**config.mk**
```make
export PLATFORM = sky130hd
export DESIGN_NAME = countdown_timer
export DESIGN_NICKNAME = d
export VERILOG_FILES = /design/src/rtl/countdown_timer_pkg.sv /design/src/rtl/countdown_field.sv /design/src/rtl/countdown_timer.sv
export SDC_FILE = /design/constraint.sdc
export NUM_CORES = 1
export LEC_CHECK = 0
export BUFFER_PORTS_ARGS = -buffer_cell sky130_fd_sc_hd__buf_2
export CORE_MARGIN = 1.5
export CORE_UTILIZATION = 55
export CTS_CLUSTER_SIZE = 20
export DETAILED_ROUTE_END_ITERATION = 10
export PLACE_DENSITY = 0.95
export SLEW_MARGIN = 10
export SYNTH_ARGS = -nofsm -noshare
export SYNTH_HDL_FRONTEND = slang
export SYNTH_SLANG_ARGS = --single-unit
```
**constraint.sdc**
```tcl
create_clock -name clk -period 4.7 [get_ports clk]
set_input_delay 0.47 -clock clk [delete_from_list [all_inputs] [get_ports clk]]
set_output_delay 0.47 -clock clk [all_outputs]
set_load 0.01 [all_outputs]
```
**src/rtl/countdown_timer_pkg.sv**
```systemverilog
// Shared types and constants for the hh:mm:ss countdown timer.
// Field width covers 0..63; every field is clamped well below that.
package countdown_timer_pkg;

  localparam int unsigned FIELD_W = 6;

  localparam logic [FIELD_W-1:0] SEC_MAX = 6'd59;
  localparam logic [FIELD_W-1:0] MIN_MAX = 6'd59;

  typedef enum logic [1:0] {
    ST_IDLE    = 2'd0,
    ST_RUN     = 2'd1,
    ST_PAUSED  = 2'd2,
    ST_EXPIRED = 2'd3
  } state_e;

  function automatic logic [FIELD_W-1:0] clamp_field(
    input logic [FIELD_W-1:0] val,
    input logic [FIELD_W-1:0] max_val
  );
    return (val > max_val) ? max_val : val;
  endfunction

endpackage

```
**src/rtl/countdown_field.sv**
```systemverilog
// One time field (secs, mins or hours): clamped load, decrement with wrap to MAX_VAL.
// Value updates one cycle after load/dec; borrow_o is combinational so the chain settles in one cycle.
module countdown_field
  import countdown_timer_pkg::*;
#(
  parameter logic [FIELD_W-1:0] MAX_VAL = SEC_MAX
) (
  input  logic               clk,
  input  logic               rst_n,
  input  logic               dec_i,
  input  logic               load_i,
  input  logic [FIELD_W-1:0] load_val_i,
  output logic [FIELD_W-1:0] value_o,
  output logic               zero_o,
  output logic               borrow_o
);

  logic [FIELD_W-1:0] value_q;
  logic [FIELD_W-1:0] value_d;

  assign zero_o   = (value_q == '0);
  // Decrementing a zero field wraps it and asks the next field up for a borrow.
  assign borrow_o = dec_i & zero_o;
  assign value_o  = value_q;

  always_comb begin
    value_d = value_q;
    if (load_i) begin
      value_d = clamp_field(load_val_i, MAX_VAL);
    end else if (dec_i) begin
      value_d = zero_o ? MAX_VAL : (value_q - 1'b1);
    end
  end

  always_ff @(posedge clk or negedge rst_n) begin
    if (!rst_n) begin
      value_q <= '0;
    end else begin
      value_q <= value_d;
    end
  end

endmodule

```
**src/rtl/countdown_timer.sv**
```systemverilog
// hh:mm:ss countdown timer with load/start/pause control and a one-cycle Done pulse.
// All outputs registered; a Tick in RUN is visible on the next edge. Load beats Start/Pause.
module countdown_timer
  import countdown_timer_pkg::*;
#(
  parameter int unsigned MAX_HOURS = 23
) (
  input  logic               clk,
  input  logic               rst_n,
  input  logic               tick_i,
  input  logic               load_i,
  input  logic [FIELD_W-1:0] ld_hours_i,
  input  logic [FIELD_W-1:0] ld_mins_i,
  input  logic [FIELD_W-1:0] ld_secs_i,
  input  logic               start_i,
  input  logic               pause_i,
  output logic [FIELD_W-1:0] hours_o,
  output logic [FIELD_W-1:0] mins_o,
  output logic [FIELD_W-1:0] secs_o,
  output logic               busy_o,
  output logic               done_o
);

  localparam logic [FIELD_W-1:0] HOUR_MAX = FIELD_W'(MAX_HOURS);

  state_e state_q, state_d;
  logic   busy_q, done_q, done_d;
  logic   run_tick;

  logic secs_zero, mins_zero, hours_zero;
  logic secs_borrow, mins_borrow, hours_borrow;
  logic all_zero, count_one;

  assign all_zero  = secs_zero & mins_zero & hours_zero;
  assign count_one = mins_zero & hours_zero & (secs_o == 6'd1);

  countdown_field #(.MAX_VAL(SEC_MAX)) u_secs (
    .clk        (clk),
    .rst_n      (rst_n),
    .dec_i      (run_tick & ~all_zero),
    .load_i     (load_i),
    .load_val_i (ld_secs_i),
    .value_o    (secs_o),
    .zero_o     (secs_zero),
    .borrow_o   (secs_borrow)
  );

  countdown_field #(.MAX_VAL(MIN_MAX)) u_mins (
    .clk        (clk),
    .rst_n      (rst_n),
    .dec_i      (secs_borrow),
    .load_i     (load_i),
    .load_val_i (ld_mins_i),
    .value_o    (mins_o),
    .zero_o     (mins_zero),
    .borrow_o   (mins_borrow)
  );

  countdown_field #(.MAX_VAL(HOUR_MAX)) u_hours (
    .clk        (clk),
    .rst_n      (rst_n),
    .dec_i      (mins_borrow),
    .load_i     (load_i),
    .load_val_i (ld_hours_i),
    .value_o    (hours_o),
    .zero_o     (hours_zero),
    .borrow_o   (hours_borrow)
  );

  // The all_zero guard on the seconds decrement means the hours field can never borrow.
  assert property (@(posedge clk) disable iff (!rst_n) !hours_borrow);

  always_comb begin
    state_d  = state_q;
    done_d   = 1'b0;
    run_tick = 1'b0;
    if (load_i) begin
      state_d = ST_IDLE;
    end else begin
      unique case (state_q)
        ST_IDLE, ST_PAUSED: begin
          if (start_i) begin
            if (all_zero) begin
              state_d = ST_EXPIRED;
              done_d  = 1'b1;
            end else begin
              state_d = ST_RUN;
            end
          end
        end
        ST_RUN: begin
          // Pause wins over both Start and a coincident Tick: the count freezes as-is.
          if (pause_i) begin
            state_d = ST_PAUSED;
          end else if (tick_i) begin
            run_tick = 1'b1;
            if (count_one) begin
              state_d = ST_EXPIRED;
              done_d  = 1'b1;
            end
          end
        end
        ST_EXPIRED: state_d = ST_EXPIRED;
        default:    state_d = ST_IDLE;
      endcase
    end
  end

  always_ff @(posedge clk or negedge rst_n) begin
    if (!rst_n) begin
      state_q <= ST_IDLE;
      busy_q  <= 1'b0;
      done_q  <= 1'b0;
    end else begin
      state_q <= state_d;
      busy_q  <= (state_d == ST_RUN);
      done_q  <= done_d;
    end
  end

  assign busy_o = busy_q;
  assign done_o = done_q;

endmodule

```
==> impl_summary.txt <==
----------------------------------------------------
[Worst setup path]
  Setup CP Type ... flip-flop to flip-flop
  CP Launch Type ... flip-flop
  First element of the critical path ... u_hours.value_o[3]$_DFFE_PN0P_
  Flop-to-flop setup slack ... 2420 ps
  Type of destination of the critical path ... flip-flop
  Max Fanout on Critical Path ... 14
  Data required time of the worst path ... 4900 ps
  WP data arrival ... 2480 ps
  Worst flop-to-flop path startpoint ... u_hours.value_o[3]$_DFFE_PN0P_

[Routing]
  Per-cell routed wire length ... 15.53 µm
  Count of vias placed by the detailed router ... 1474
  Detailed-route vias per instance ... 6.142
  Number of remaining DRC errors ... 0
  Pre-Repair DR Iteration Count ... 4
  Antenna Nets Post-Route ... 0
  Iteration-0 DRC count of the detailed router ... 53
  Post-detailed-routing wire length ... 3728 µm

[Placement]
  Number of buffers inserted by port buffering ... 43
  Placed Cells ... 236
  Global placer's final weighted congestion ... 0.8755
  Half-perimeter wire length of the detailed placement result ... 2665 µm

[Timing]
  Total negative slack for setup checks ... 0 ps
  Unrepaired setup endpoints after global routing ... false
  Number of setup violations in the final report ... 0
  Transition time of the tightest slew-check pin ... 725.8 ps
  Clock tree skew after final layout ... 9.308 ps
  Relative slew slack ... 51.41%
  Time the worst path needs with I/O delays and setup ... 2279 ps
  Max-slew violations ... 0
  Highest attainable clock frequency ... 438.9 MHz
  Final Hold Fails ... 0
  Final cycle utilization of the critical path ... 48.48%

[CTS]
  CTS-repair resized insts ... 0
  Sinks on Clock Net ... 22
  Clock tree from TritonCTS ... done
  Master cell of the clock root buffer ... clkbuf_4
  Number of buffers created by CTS ... 3
  Post-CTS setup buffer count ... 0
  Insertion delay to the later sink of the worst-skew pair ... 310 ps
  Clock edge transition at the registers on the reported setup and hold paths ... 130 ps
  H-tree levels ... 1
  Buffer depth of the longest clock path ... 2
  Hold Buf Count CTS ... 0

[Run]
  Max-cap violations ... 0

[Floorplanning]
  Area of the die ... 3146 µm²
  Number of placed I/O pins ... 44
  Starting density of the core ... 57.20%
  Chip width ... 56.09 µm
  Height of the die ... 56.09 µm
  CORE AREA ... 2710 µm²
  Core Rows ... 19

[Hold path]
  Classification of the worst-slack hold path ... input pin to asynchronous set/reset pin

[Synthesis]
  Post-synthesis async set-or-reset flop share ... 100.0%
  Post-synthesis area per instance ... 9.173 µm²
  Number of nets produced by synthesis ... 200
  Fraction of the yosys area taken by sequential cells ... 35.51%
  Portion of synthesized cell area occupied by the leading cell type ... 35.51%
  Yosys top cell by area ... dfrtp_1
  Post-synth EDFFs ... 0
  Top-count cell post-synth ... dfrtp_1
  Cell area after synthesis ... 1550 µm²
  Leading post-synthesis cells by cell area ... dfrtp_1 36%, ha_1 5.6%, a21oi_1 3.9%
  Library cells used by synthesis ... 55
  Cell count after synthesis ... 169
  Synth cell count leaders ... 22 x dfrtp_1, 15 x nor2_1, 13 x inv_1
  Flip-flop and latch count after synthesis ... 22
  Synth warn ... 0
  Top flip-flop cell by instance count after synthesis ... dfrtp_1

[Final layout]
  Final-stage net count ... 241
  Number of cells in the finished layout apart from fillers ... 240
  Antenna diode count ... 0
  Share of post-route cells with drive strength above 1 ... 29.19%
  Area added between synthesis and finish ... 17.35%
  Fillcell total ... 228

[Global routing]
  Global-route wire length before repair ... 6354 µm
  Global Route Usage Sum ... 25.28%
  Number of global-route vias before repair ... 1449
  Pin count of the biggest net entering global routing ... 32
  Initial antenna violation count ... 0
  Final global-route overflow total ... 0

[Pwr]
  Power density cells ... 282.7 nW/µm²
  Max rail drop VDD ... 0.2963 mV
  Leak pwr ... 0.8209 nW

[Outcome]
  Status ... complete, no violations

----------------------------------------------------
flip-flops by register name, indices dropped and copies added (netlist names):
signal           count
state_q              2
u_hours.value_o      6
u_secs.value_o       6
done_o               1
busy_o               1
u_mins.value_o       6
per-stage QoR:
stage                     setup WS [ps]  instance area, µm²  total power [mW]  hold slack [ps]  util, %
final                              2421                1819            0.5143            101.2    67.13
after CTS                          2425                1819            0.5170            111.9    67.13
after detailed placement           2464                1767            0.3720            460.0    65.19
after global routing               2284                1819            0.5451            120.0    67.13
after floorplan                    2781                1550            0.3200            174.4        -
after global placement             2521                1767            0.3673            456.3    65.19
metal layers:
layer / GRT usage, % / up-vias / part of all wire [%]
met5: 0 / - / 0
met4: 9.524 / 0 / 1.7
met3: 4.419 / 8 / 6.0
met2: 42.52 / 61 / 49
met1: 32.39 / 693 / 43
li1: - / 712 / -
area by class of cell:
type,instances,area (µm²),area share (%)
Multi-Input combinational cell,127,913.4,50.21
Sequential cell,22,550.5,30.26
Timing Repair Buffer,43,215.2,11.83
Inverter,13,48.80,2.682
Tap cell,31,38.79,2.132
Clock inverter,1,30.03,1.651
Clock buffer,3,22.52,1.238
path summary, 6_finish.rpt:
| check | to | cells past startpoint |
|---|---|---|
| setup / recovery | u_secs.value_o[0]$_DFFE_PN0P_ | 5 |
| hold reg to reg | u_hours.value_o[0]$_DFFE_PN0P_ | 1 |
| hold / removal | u_mins.value_o[5]$_DFFE_PN0P_ | 1 |
| max in group asynchronous | u_secs.value_o[3]$_DFFE_PN0P_ | 1 |
| min in group clk | u_hours.value_o[3]$_DFFE_PN0P_ | 2 |
| setup reg to reg | u_secs.value_o[0]$_DFFE_PN0P_ | 5 |
cell families after synthesis:
group	share of synthesized area, %
AND/OR/NAND/NOR	26.39
AO/OA/AOI/OAI	22.03
adder cells (fa/ha/maj)	5.649
multiplexers	4.842
buffers and inverters	5.569
flip-flops	35.51
report_power, final:
part           total [mW]  internal (mW)  switching, mW
clock               0.144         0.0862         0.0574
combinational       0.133         0.0588         0.0738
sequential          0.238          0.208         0.0298
total               0.514          0.353          0.161
critical path: stages (launching register included):
cell	delay, ps
dfrtp_1	440
or2_1	300
nor4b_4	650
and3_2	360
o21ai_2	90
mux2_1	330
cells in the final DEF (no fill, tap or decap), drive strengths merged, types with 5 or more instances in the layout:
master,synthesis,final
nor2,16,16
o21ai,7,7
a21oi,12,12
inv,13,13
dfrtp,22,22
nand2,9,9
nor3,8,8
buf,3,43
ha,7,7
nand3,9,9
or3,5,5
Note: power is estimated with default switching activity, not from simulation.
